===== src/rtl/proc_inst_sequencer_pkg.sv =====
// -----------------------------------------------------------------------------
// proc_inst_sequencer_pkg
// Shared definitions for the instruction sequencer:
//   - sequencer state encoding (IDLE/ISSUE/WAIT/ERR)
//   - processor opcode constants (mv, mvt, add, sub)
//   - instruction field positions: III=[15:13], M=[12], rX=[11:9], D=[8:0]
//   - encode_inst(): packs the instruction fields into a 16-bit word
// -----------------------------------------------------------------------------
package proc_inst_sequencer_pkg;

    typedef enum logic [1:0] {
        ST_IDLE  = 2'd0,
        ST_ISSUE = 2'd1,
        ST_WAIT  = 2'd2,
        ST_ERR   = 2'd3
    } seq_state_e;

    localparam logic [2:0] OP_MV  = 3'b000;
    localparam logic [2:0] OP_MVT = 3'b001;
    localparam logic [2:0] OP_ADD = 3'b010;
    localparam logic [2:0] OP_SUB = 3'b011;

    localparam int III_HI = 15;
    localparam int III_LO = 13;
    localparam int M_BIT  = 12;
    localparam int RX_HI  = 11;
    localparam int RX_LO  = 9;
    localparam int D_HI   = 8;
    localparam int D_LO   = 0;

    function automatic logic [15:0] encode_inst(input logic [2:0] op,
                                                input logic       m,
                                                input logic [2:0] rx,
                                                input logic [8:0] d);
        logic [15:0] w;
        w                = 16'h0000;
        w[III_HI:III_LO] = op;
        w[M_BIT]         = m;
        w[RX_HI:RX_LO]   = rx;
        w[D_HI:D_LO]     = d;
        return w;
    endfunction

endpackage


===== src/rtl/proc_inst_sequencer_prog_ram.sv =====
// -----------------------------------------------------------------------------
// proc_inst_sequencer_prog_ram
// Program memory: 2**AW x 16 bits, synchronous write, asynchronous read.
// Contents are deliberately not reset so a loaded program survives Resetn.
// Ports:
//   Clock    in   system clock
//   wr_en    in   write strobe
//   wr_addr  in   AW  write address
//   wr_data  in   16  write data
//   rd_addr  in   AW  read address
//   rd_data  out  16  combinational read data
// -----------------------------------------------------------------------------
module proc_inst_sequencer_prog_ram #(
    parameter int AW = 5
) (
    input  logic          Clock,
    input  logic          wr_en,
    input  logic [AW-1:0] wr_addr,
    input  logic [15:0]   wr_data,
    input  logic [AW-1:0] rd_addr,
    output logic [15:0]   rd_data
);

    logic [15:0] mem_r [0:(1<<AW)-1];

    // Synchronous write port
    always_ff @(posedge Clock) begin
        if (wr_en) begin
            mem_r[wr_addr] <= wr_data;
        end
    end

    assign rd_data = mem_r[rd_addr];

endmodule


===== src/rtl/proc_inst_sequencer.sv =====
// -----------------------------------------------------------------------------
// proc_inst_sequencer
// Drives a processor's DIN/Run/Done issue interface from a loadable program
// memory. Each instruction is presented on DIN with a one-cycle Run pulse,
// then the sequencer waits for Done (bounded by TIMEOUT) before the next one.
// Ports:
//   Clock, Resetn          clock, synchronous active-low reset
//   Load/LoadAddr/LoadData program-memory write (IDLE only)
//   Start                  begin at PC=0 (IDLE) or clear error (ERR)
//   Count, Loop            program length / wrap mode, sampled on Start
//   Stop                   halt after the in-flight instruction completes
//   Done                   processor instruction-complete
//   DIN, Run               instruction word and issue strobe
//   Busy, Finished, Error  status (Finished is a one-cycle pulse)
//   PC, Issued             current index, completed-instruction count
// -----------------------------------------------------------------------------
module proc_inst_sequencer
    import proc_inst_sequencer_pkg::*;
#(
    parameter int AW      = 5,
    parameter int TIMEOUT = 15
) (
    input  logic          Clock,
    input  logic          Resetn,
    input  logic          Load,
    input  logic [AW-1:0] LoadAddr,
    input  logic [15:0]   LoadData,
    input  logic          Start,
    input  logic [AW:0]   Count,
    input  logic          Loop,
    input  logic          Stop,
    input  logic          Done,
    output logic [15:0]   DIN,
    output logic          Run,
    output logic          Busy,
    output logic          Finished,
    output logic          Error,
    output logic [AW-1:0] PC,
    output logic [15:0]   Issued
);

    localparam logic [AW:0] DEPTH     = {1'b1, {AW{1'b0}}};
    localparam logic [7:0]  TMO_LIMIT = 8'(TIMEOUT);

    seq_state_e    state_r;
    logic [AW:0]   count_r;
    logic          loop_r;
    logic          stop_r;
    logic [7:0]    tmo_r;
    logic [AW-1:0] pc_r;
    logic [15:0]   issued_r;
    logic [15:0]   din_r;
    logic          run_r;
    logic          busy_r;
    logic          fin_r;
    logic          err_r;

    logic          ram_we_s;
    logic [AW-1:0] rd_addr_s;
    logic [15:0]   rd_data_s;
    logic [15:0]   issue_word_s;
    logic [AW:0]   count_clamp_s;
    logic          last_s;
    logic [AW-1:0] pc_adv_s;
    logic [7:0]    tmo_next_s;
    logic [15:0]   issued_inc_s;

    proc_inst_sequencer_prog_ram #(.AW(AW)) u_prog_ram (
        .Clock   (Clock),
        .wr_en   (ram_we_s),
        .wr_addr (LoadAddr),
        .wr_data (LoadData),
        .rd_addr (rd_addr_s),
        .rd_data (rd_data_s)
    );

    // Next-PC, fetch address and saturating/limit arithmetic
    always_comb begin
        ram_we_s      = Load && (state_r == ST_IDLE);
        count_clamp_s = (Count > DEPTH) ? DEPTH : Count;
        last_s        = ({1'b0, pc_r} == (count_r - (AW+1)'(1'b1)));
        pc_adv_s      = (last_s && loop_r) ? {AW{1'b0}} : (pc_r + AW'(1'b1));
        // DIN is registered on the way into ISSUE, so fetch the word the
        // next ISSUE will present: index 0 from IDLE, the advanced PC from WAIT.
        rd_addr_s     = (state_r == ST_IDLE) ? {AW{1'b0}} : pc_adv_s;
        // A Load coinciding with Start must be visible in the first issue.
        issue_word_s  = (ram_we_s && (LoadAddr == rd_addr_s)) ? LoadData : rd_data_s;
        tmo_next_s    = tmo_r + 8'd1;
        issued_inc_s  = (issued_r == 16'hFFFF) ? 16'hFFFF : (issued_r + 16'd1);
    end

    // Sequencer FSM with registered interface outputs
    always_ff @(posedge Clock) begin
        if (!Resetn) begin
            state_r  <= ST_IDLE;
            count_r  <= {(AW+1){1'b0}};
            loop_r   <= 1'b0;
            stop_r   <= 1'b0;
            tmo_r    <= 8'd0;
            pc_r     <= {AW{1'b0}};
            issued_r <= 16'h0000;
            din_r    <= 16'h0000;
            run_r    <= 1'b0;
            busy_r   <= 1'b0;
            fin_r    <= 1'b0;
            err_r    <= 1'b0;
        end else begin
            run_r <= 1'b0;
            din_r <= 16'h0000;
            fin_r <= 1'b0;
            case (state_r)
                ST_IDLE: begin
                    stop_r <= 1'b0;
                    if (Start) begin
                        count_r  <= count_clamp_s;
                        loop_r   <= Loop;
                        pc_r     <= {AW{1'b0}};
                        issued_r <= 16'h0000;
                        if (count_clamp_s == {(AW+1){1'b0}}) begin
                            fin_r <= 1'b1;
                        end else begin
                            state_r <= ST_ISSUE;
                            run_r   <= 1'b1;
                            din_r   <= issue_word_s;
                            busy_r  <= 1'b1;
                            tmo_r   <= 8'd0;
                        end
                    end
                end
                ST_ISSUE: begin
                    state_r <= ST_WAIT;
                    tmo_r   <= 8'd0;
                    stop_r  <= stop_r | Stop;
                end
                ST_WAIT: begin
                    stop_r <= stop_r | Stop;
                    tmo_r  <= tmo_next_s;
                    if (Done) begin
                        issued_r <= issued_inc_s;
                        if (stop_r || (last_s && !loop_r)) begin
                            state_r <= ST_IDLE;
                            fin_r   <= 1'b1;
                            busy_r  <= 1'b0;
                            stop_r  <= 1'b0;
                        end else begin
                            pc_r    <= pc_adv_s;
                            state_r <= ST_ISSUE;
                            run_r   <= 1'b1;
                            din_r   <= issue_word_s;
                        end
                    end else if (tmo_next_s == TMO_LIMIT) begin
                        state_r <= ST_ERR;
                        err_r   <= 1'b1;
                        busy_r  <= 1'b0;
                    end
                end
                ST_ERR: begin
                    if (Start) begin
                        state_r <= ST_IDLE;
                        err_r   <= 1'b0;
                        stop_r  <= 1'b0;
                    end
                end
                default: begin
                    state_r <= ST_IDLE;
                    busy_r  <= 1'b0;
                    err_r   <= 1'b0;
                end
            endcase
        end
    end

    assign DIN      = din_r;
    assign Run      = run_r;
    assign Busy     = busy_r;
    assign Finished = fin_r;
    assign Error    = err_r;
    assign PC       = pc_r;
    assign Issued   = issued_r;

endmodule


===== config.mk =====
export PLATFORM = sky130hd
export DESIGN_NAME = proc_inst_sequencer
export DESIGN_NICKNAME = d
export VERILOG_FILES = /design/src/rtl/proc_inst_sequencer_pkg.sv /design/src/rtl/proc_inst_sequencer_prog_ram.sv /design/src/rtl/proc_inst_sequencer.sv
export SDC_FILE = /design/constraint.sdc
export NUM_CORES = 1
export LEC_CHECK = 0
export CORE_ASPECT_RATIO = 0.6
export CORE_UTILIZATION = 55
export DETAILED_ROUTE_END_ITERATION = 8
export DONT_BUFFER_PORTS = 1
export GPL_ROUTABILITY_DRIVEN = 1
export PLACE_DENSITY = 0.7
export SKIP_CTS_REPAIR_TIMING = 1
export SYNTH_ARGS = -nofsm -noshare
export SYNTH_HDL_FRONTEND = slang
export SYNTH_HIERARCHICAL = 1
export SYNTH_SLANG_ARGS = --single-unit

===== constraint.sdc =====
create_clock -name Clock -period 8.65 [get_ports Clock]
set_clock_uncertainty 0.1 [all_clocks]
set_input_delay 1.73 -clock Clock [delete_from_list [all_inputs] [get_ports Clock]]
set_output_delay 1.73 -clock Clock [all_outputs]
set_load 0.1 [all_outputs]

==> flow_summary.yaml, run 1 <==
outcome:
  run_status: "completed"
setup_path:
  crit_arrival_ns: 5.68
  max_stage_delay_ns: 1.03
  critical_path_required_ns: 8.98
  reg2reg_setup_slack_ns: 3.30
  critPathSlowestCell: "dfxtp_1"
  crit_chain: "xor2_1 -> a21boi_0 -> a2111oi_4 -> and2_1 -> a21oi_1 -> a21boi_0 -> and2_2 -> buf_4 -> a22o_1 -> nor3_1 -> a31oi_1 -> nand3_1 -> nand2_1 -> a21oi_1"
  start_kind: "register"
  cp_max_fo: 38
  crit_type: "register to register"
  crit_path_end_kind: "register"
route:
  dr.pass1.iters: 5
  route.met2.wl_mm: 23.9
  routed_wl_mm: 57.3
  route.detailed.drc: 0
  top_layer_used: "met4"
  avgViaCountPerCell: 6.29
  met1Wirelength_mm: 26.2
  dr_total_vias: 13600
  wl_met3_mm: 6.11
  wl_per_cell_um: 26.4
  drt_iter0_drc: 1573
  drtAntennaViolNets: 0
clock_network:
  cts_buffer_depth: 3
  cts_buffers: 52
  htree_num_levels: 2
  cts_tree: "done"
  clock_sinks: 571
  clk_pin_slew_ns: 0.07
  clk_latency_ns: 0.60
  cts_root_buf: "clkbuf_16"
synthesis:
  synthArstFlopShare_pct: 0
  synth_nets: 1582
  avgSynthCellArea_sq_um: 15.2
  synth_cell_types: 58
  netlist_instances: 1539
  synth-seq-cells: 571
  synth_edf_count: 512
  synth_flop_cell: "edfxtp_1"
  syn-cell-area_sq_um: 23400
  ys_seq_area_share_pct: 70.8
  yosysWarnings: 6
place:
  portBuffers: 0
  gp_congestion: 0.878
  dpl.hpwl_mm: 34.1
pwr:
  p_leak_nw: 8.66
  total_power_mw: 7.37
  peakVddDrop_mv: 0.366
  powerDensity_nw_per_um2: 287
global_routing:
  grt_pass1_wl_mm: 83.8
  grt_pass1_vias: 12900
  grt_overflow: 0
  antenna_found_initial: 1
  track_usage_pct: 26.6
  grt_max_degree: 126
sta:
  rsz0062_at_grt: "false"
  finalMaxSlewViolations: 0
  setup_viol: 0
  max-slew-margin-rel_pct: 19.1
  period_share_pct: 61.9
  hold_violations: 0
  fmax_ghz: 0.187
  period_needed_ns: 5.35
  worstMarginPinSlew_ns: 1.21
  hold_ws_ns: 0.387
  tns_ns: 0
die:
  die_area_sq_um: 43300
  fp.coreArea_sq_um: 41900
  fp.dieH_um: 162
  die_w_um: 268
  num_rows: 58
  initial_utilization_pct: 55.8
  ios: 75
run:
  maxCapViolCount: 0
layout:
  nets: 1594
  syn_to_final_growth_pct: 9.87
  utilization_pct: 61.3
  drive_above_1_share_pct: 9.35
  multi_input_area_sq_um: 6180
  register_area_sq_um: 16600
  fillCellCount: 3125
min_path:
  hp-class: "register to register"
[report_power, final]
group	switching [mW]	internal [mW]	total, mW
Clock	1.03	1.43	2.46
Sequential	0.179	3.06	3.24
Combinational	0.946	0.730	1.68
Total	2.16	5.22	7.37
[state kept, by name, indices dropped and copies added, names as in the netlist]
| register | cells |
|---|---|
| Run | 1 |
| Finished | 1 |
| Busy | 1 |
| stop_r | 1 |
| tmo_r | 8 |
| u_prog_ram/mem_r | 512 |
| state_r | 2 |
| Error | 1 |
| Issued | 16 |
| loop_r | 1 |
| PC | 5 |
| DIN | 16 |
| count_r | 6 |
[cells in the final DEF (no fill, tap or decap), types with 5 or more instances in the layout]
master       n
dfxtp_1     59
nor2_1      66
clkinv_2    12
bufinv_16   10
clkbuf_1     7
xor2_1       8
and2_1       8
nand4_1     18
a22o_1      33
nor3b_1      5
a31oi_1     22
nand3b_1     7
clkinv_1     8
nor3_1      27
nand2b_1     6
nand2_1     99
nand3_1     54
mux2i_1    257
o21ai_0     30
clkbuf_16   53
a22oi_1     65
ha_1         9
buf_4       41
or3_1        8
a21oi_1     82
inv_1       13
nor2b_1      7
edfxtp_1   512
[Yosys cell counts, types with 13 or more instances]
| library cell | count | area share, % |
|---|---|---|
| o21ai_0 | 30 | 0.64 |
| inv_1 | 13 | 0.21 |
| a31oi_1 | 22 | 0.59 |
| mux2i_1 | 257 | 11 |
| nor2_1 | 70 | 1.1 |
| edfxtp_1 | 512 | 66 |
| buf_2 | 18 | 0.39 |
| nor3_1 | 27 | 0.58 |
| nand4_1 | 18 | 0.48 |
| nand3_1 | 54 | 1.2 |
| a22o_1 | 33 | 1.2 |
| buf_4 | 19 | 0.61 |
| a22oi_1 | 65 | 2.1 |
| clkbuf_1 | 30 | 0.48 |
| a21oi_1 | 82 | 1.8 |
| nand2_1 | 99 | 1.6 |
| dfxtp_1 | 59 | 5.1 |
[layout make-up]
class,count,share of cell area (%)
inverters,13,0.190
clock buffers,60,5.27
well taps,570,2.78
repair buffers,43,1.35
diodes,3,0.0292
multi-input cells,870,24.1
clock inverters,37,1.81
flip-flops and latches,571,64.5
[worst paths after layout]
kind / startpoint / to / depth (start not counted)
worst min-delay path: tmo_r[7] / tmo_r[7] / 2
worst min register to register: tmo_r[7] / tmo_r[7] / 2
worst max register to register: PC[4] / DIN[9] / 14
worst max-delay path: PC[4] / DIN[9] / 14
[worst max-delay path, delay by kind of cell, from the launching register on]
kind / cells / cell delay (ns)
AOI/OAI and AO/OA: 7 / 2.06
and+or+nand+nor: 5 / 1.18
DFF: 1 / 1.03
buffers and inverters: 1 / 0.58
xor gates and xnor gates: 1 / 0.23
[through the flow]
step	area [sq um]	instances	setup WS, ns
after global routing	25700	2164	3.01
after detailed placement	23900	2067	3.37
after CTS	25700	2164	3.34
after floorplan	23400	1539	4.90
final	25700	2167	3.30
after global placement	23900	2067	3.54
[logic make-up (layout without fill, tap and decap cells)]
kind of cell	after synthesis	count (layout)	synth area share (%)
flops	571	571	70.8
buf+inv	98	153	2.84
compound gates	258	258	7.44
fa+ha+maj	9	9	0.482
xor+xnor	10	10	0.375
other cells	0	3	0
simple gates	334	334	6.92
mux	259	259	11.1
[routing by layer]
| layer | GRT usage (%) | up-vias |
|---|---|---|
| met5 | 0 | - |
| met4 | 6.44 | 0 |
| met3 | 7.40 | 91 |
| met2 | 36.3 | 651 |
| met1 | 41.9 | 6903 |
| li1 | - | 5986 |
(Power assumes the default switching activity.)
==> run 2, diff against run 1 <==
==> constraint.sdc (replaced) <==
create_clock -name Clock -period 5 [get_ports Clock]
set_clock_uncertainty 0.1 [all_clocks]
set_input_delay 1 -clock Clock [delete_from_list [all_inputs] [get_ports Clock]]
set_output_delay 1 -clock Clock [all_outputs]
set_load 0.1 [all_outputs]
==> run 2 against run 1 <==
  * Setup slack got worse by 2.7 ns
  * Critical path type unchanged
  * Largest power group unchanged
  * Largest cell class unchanged
  * Utilization increased by 0.72 points
  * First-iteration DRC count increased by 12%
  * Register-to-register slack got worse by 2.7 ns
==> flow_summary.yaml, run 2 (synthesized netlist as in run 1, its figures left out) <==
outcome:
  run_status: "completed"
sta:
  worstMarginPinSlew_ns: 1.32
  tns_ns: 0
  setup_viol: 0
  max-slew-margin-rel_pct: 12.1
  hold_violations: 0
  setup_slack_ns: 0.617
  finalMaxSlewViolations: 0
  hold_ws_ns: 0.393
  rsz0062_at_grt: "false"
  period_needed_ns: 4.38
  period_share_pct: 87.7
  fmax_ghz: 0.228
setup_path:
  cp_top_family: "compound AO/OA/AOI/OAI gates"
  critical_path_required_ns: 5.41
  cp_max_fo: 19
  crit_path_end_kind: "register"
  path_common_cell: "a21oi_1"
  crit_arrival_ns: 4.79
  crit_type: "register to register"
  critPathSlowestCell: "nand2b_1"
  crit_chain: "inv_1 -> ha_1 -> a21boi_0 -> a2111oi_4 -> and2_1 -> a21oi_1 -> o21a_1 -> nand2b_1 -> a21oi_1 -> a31oi_1 -> nand3_1 -> nand2_1 -> a21oi_1"
  crit_buf_inv: 1
  start_kind: "register"
  max_stage_delay_ns: 0.80
route:
  dr_total_vias: 13500
  drt_iter0_drc: 1756
  drtAntennaViolNets: 0
  routed_wl_mm: 56.5
  wl_per_cell_um: 25.8
  avgViaCountPerCell: 6.17
  dr.pass1.iters: 5
  route.detailed.drc: 0
layout:
  nets: 1616
  finalNonFillerCells: 2187
  final_cell_mix: "512 x edfxtp_1, 257 x mux2i_1, 99 x nand2_1"
  largest_reg_flops: 512
  syn_to_final_growth_pct: 11.2
  final_common_cell: "edfxtp_1"
  top_register: "u_prog_ram/mem_r"
  utilization_pct: 62.0
  drive_above_1_share_pct: 10.7
  final_cell_area_sq_um: 26000
global_routing:
  grt_max_degree: 65
  track_usage_pct: 26.3
  antenna_found_initial: 5
  grt_overflow: 0
  grt_pass1_wl_mm: 83.1
  grt_pass1_vias: 12800
clock_network:
  htree_num_levels: 2
  cts_buffer_depth: 3
  cts_buffers: 51
  clock_sinks: 571
  clk_pin_slew_ns: 0.07
  cts_tree: "done"
  cts_root_buf: "clkbuf_16"
  clk_latency_ns: 0.60
die:
  ios: 75
  die_area_sq_um: 43300
  num_rows: 58
  fp.coreArea_sq_um: 41900
  initial_utilization_pct: 55.8
  die_w_um: 268
  fp.dieH_um: 162
place:
  dp_cells: 2090
  post_dp_cell_area_sq_um: 24100
  portBuffers: 0
  dpl.hpwl_mm: 34.2
  gp_congestion: 0.863
  pre_cts_ws_ns: 0.703
min_path:
  hp-class: "register to register"
pwr:
  p_leak_nw: 8.82
  peakVddDrop_mv: 0.325
  powerDensity_nw_per_um2: 499
  total_power_mw: 13.0
run:
  maxCapViolCount: 0
run 2: cell types whose count changed in the layout (fill, tap and decap cells not counted):
cell,change
buf_12,+9
buf_4,+14
clkbuf_1,+3
clkbuf_16,-2
clkbuf_8,+7
clkinv_1,-5
clkinv_2,-4
clkinv_8,+1
diode_2,-1
inv_4,-1
inv_6,-1
run 2: tightest hold or removal path, delay by kind of cell (launching register included):
kind	cells	cell delay, ns
and+or+nand+nor	1	0.06
DFF	1	0.32
AOI/OAI and AO/OA	1	0.06
run 2: path summary, 6_finish.rpt:
kind | start | end | slack (ns) | cells after the start
worst max-delay path | count_r[0] | DIN[1] | 0.62 | 13
worst max register to register | count_r[0] | DIN[1] | 0.62 | 13
worst min register to register | tmo_r[7] | tmo_r[7] | 0.39 | 2
worst min-delay path | tmo_r[7] | tmo_r[7] | 0.39 | 2
run 2: layout make-up:
cell class | count | area [sq um]
sequential | 571 | 16600
fill | 3046 | 15900
multi-input combinational | 870 | 6180
clock buffer | 68 | 1410
tap | 570 | 713
timing repair buffer | 66 | 633
clock inverter | 27 | 428
inverter | 13 | 48.8
antenna | 2 | 5.00
run 2: report_power, final:
group | internal [mW] | leakage (nW) | switching [mW]
Combinational | 1.38 | 2.83 | 1.74
Sequential | 5.30 | 5.09 | 0.285
Clock | 2.51 | 0.896 | 1.75
run 2: layer usage:
layer | global-route usage, % | wire length (um)
met2 | 38.0 | 24700
met4 | 6.68 | 1170
met3 | 4.96 | 5160
met5 | 0 | 0
met1 | 41.2 | 25500
==> run 3, diff against run 2 <==
--- a/config.mk
+++ b/config.mk
@@ -7,10 +7,11 @@
 export LEC_CHECK = 0
 export CORE_ASPECT_RATIO = 0.6
 export CORE_UTILIZATION = 55
+export CTS_BUF_LIST = sky130_fd_sc_hd__clkbuf_8
 export DETAILED_ROUTE_END_ITERATION = 8
 export DONT_BUFFER_PORTS = 1
 export GPL_ROUTABILITY_DRIVEN = 1
-export PLACE_DENSITY = 0.7
+export PLACE_DENSITY = 0.73
 export SKIP_CTS_REPAIR_TIMING = 1
 export SYNTH_ARGS = -nofsm -noshare
 export SYNTH_HDL_FRONTEND = slang
==> run 3 against run 2 <==
  * Global-route usage is 0.88 points higher
  * Sequential share of layout area rose by 0.90 points
  * Cell count grew 2.9%
  * Flip-flop and latch count unchanged
  * Wire length rose by 2.8%
  * Die area unchanged
  * Maximum frequency increased by 3.2%
  * Critical path type unchanged
  * Largest power group unchanged
==> flow_summary.yaml, run 3 (synthesized netlist as in run 1, its figures left out) <==
outcome:
  run_status: "completed"
clock_network:
  cts_root_buf: "clkbuf_8"
  clock_sinks: 571
  htree_num_levels: 3
  cts_tree: "done"
  clk_latency_ns: 0.66
  clk_pin_slew_ns: 0.07
  cts_buffers: 82
  cts_buffer_depth: 3
sta:
  rsz0062_at_grt: "false"
  period_share_pct: 84.9
  worstMarginPinSlew_ns: 1.26
  period_needed_ns: 4.24
  setup_viol: 0
  tns_ns: 0
  hold_ws_ns: 0.341
  max-slew-margin-rel_pct: 15.6
  hold_violations: 0
  finalMaxSlewViolations: 0
  fmax_ghz: 0.236
layout:
  final_common_cell: "edfxtp_1"
  finalNonFillerCells: 2251
  final_cell_mix: "512 x edfxtp_1, 257 x mux2i_1, 99 x nand2_1"
  drive_above_1_share_pct: 11.9
  nets: 1654
  syn_to_final_growth_pct: 9.61
  top_register: "u_prog_ram/mem_r"
  largest_reg_flops: 512
setup_path:
  crit_arrival_ns: 4.63
  crit_start: "count_r[0]"
  cp_max_fo: 20
  rr_startpoint: "count_r[0]"
  crit_type: "register to register"
  critical_path_required_ns: 5.39
  crit_path_end_kind: "register"
  start_kind: "register"
die:
  ios: 75
  fp.coreArea_sq_um: 41900
  num_rows: 58
  die_area_sq_um: 43300
  die_w_um: 268
  fp.dieH_um: 162
  initial_utilization_pct: 55.8
pwr:
  p_leak_nw: 8.83
  peakVddDrop_mv: 0.483
  powerDensity_nw_per_um2: 471
route:
  routed_wl_mm: 58.1
  drtAntennaViolNets: 0
  avgViaCountPerCell: 6.21
  dr.pass1.iters: 5
  dr_total_vias: 14000
  route.detailed.drc: 0
  wl_per_cell_um: 25.8
  drt_iter0_drc: 1877
place:
  dp_cells: 2097
  gp_congestion: 0.904
  portBuffers: 0
  dpl.hpwl_mm: 36.8
global_routing:
  grt_overflow: 0
  antenna_found_initial: 1
  grt_pass1_vias: 13400
  track_usage_pct: 27.2
  grt_pass1_wl_mm: 85.7
  grt_max_degree: 87
run:
  maxCapViolCount: 0
min_path:
  min_from: "LoadData[12]"
  hp-class: "primary input to register"
==> run 3: cell count changes in the layout (fill, tap and decap cells not counted), moves of 2 or more <==
cell,delta
clkbuf_1,-10
inv_1,+34
buf_4,+13
inv_6,+4
buf_12,-6
clkinv_1,+14
bufinv_16,-9
clkbuf_16,-51
clkinv_2,+2
clkbuf_8,+77
==> run 3: layout make-up <==
class | instances | area [sq um]
inverter | 13 | 48.8
timing repair buffer | 73 | 611
fill | 3136 | 16300
sequential | 571 | 16600
multi-input combinational | 870 | 6190
clock inverter | 69 | 342
antenna | 1 | 2.50
clock buffer | 84 | 1160
tap | 570 | 713
==> run 3: metal layers <==
| layer | routed length, um | up-vias | share of wire [%] | global-route usage (%) |
|---|---|---|---|---|
| met1 | 26200 | 7026 | 45 | 42.4 |
| met5 | 0 | - | 0 | 0 |
| met3 | 6320 | 92 | 11 | 7.60 |
| met4 | 995 | 0 | 1.7 | 6.75 |
| met2 | 24500 | 760 | 42 | 37.6 |
| li1 | - | 6101 | - | - |
==> run 3: final timing paths <==
check,end,slack (ns),depth (start not counted)
hold / removal,u_prog_ram/mem_r[30][12],0.34,0
setup reg to reg,DIN[9],0.76,16
setup / recovery,DIN[9],0.76,16
hold reg to reg,count_r[5],0.38,2
==> run 3: through the flow <==
step / cell area [sq um] / worst slack, ns / total power [mW] / util, %
CTS: 25600 / 0.851 / 12.1 / 61.2
floorplan: 23400 / 1.28 / 8.31 / -
finish: 25600 / 0.755 / 12.1 / 61.2
global placement: 24100 / 0.832 / 8.71 / 57.6
detailed placement: 24100 / 0.876 / 8.70 / 57.6
global route: 25600 / 0.515 / 12.5 / 61.2
==> run 3: report_power, final <==
group          internal, mW  switching (mW)
Clock                  1.64            1.79
Combinational          1.29            1.78
Sequential             5.30           0.271
Total                  8.22            3.84
==> run 3: worst max-delay path: stages, from the launching register on <==
cell and delay, ns:
dfxtp_1 0.43, inv_1 0.07, ha_1 0.23, a21boi_0 0.30
a2111oi_4 0.10, and2_1 0.19, a21oi_1 0.35, a21boi_0 0.24
buf_4 0.19, and2_2 0.53, buf_4 0.30, a22o_1 0.30
nor3_1 0.07, a31oi_1 0.38, nand3_1 0.15, nand2_1 0.09
a21oi_1 0.06
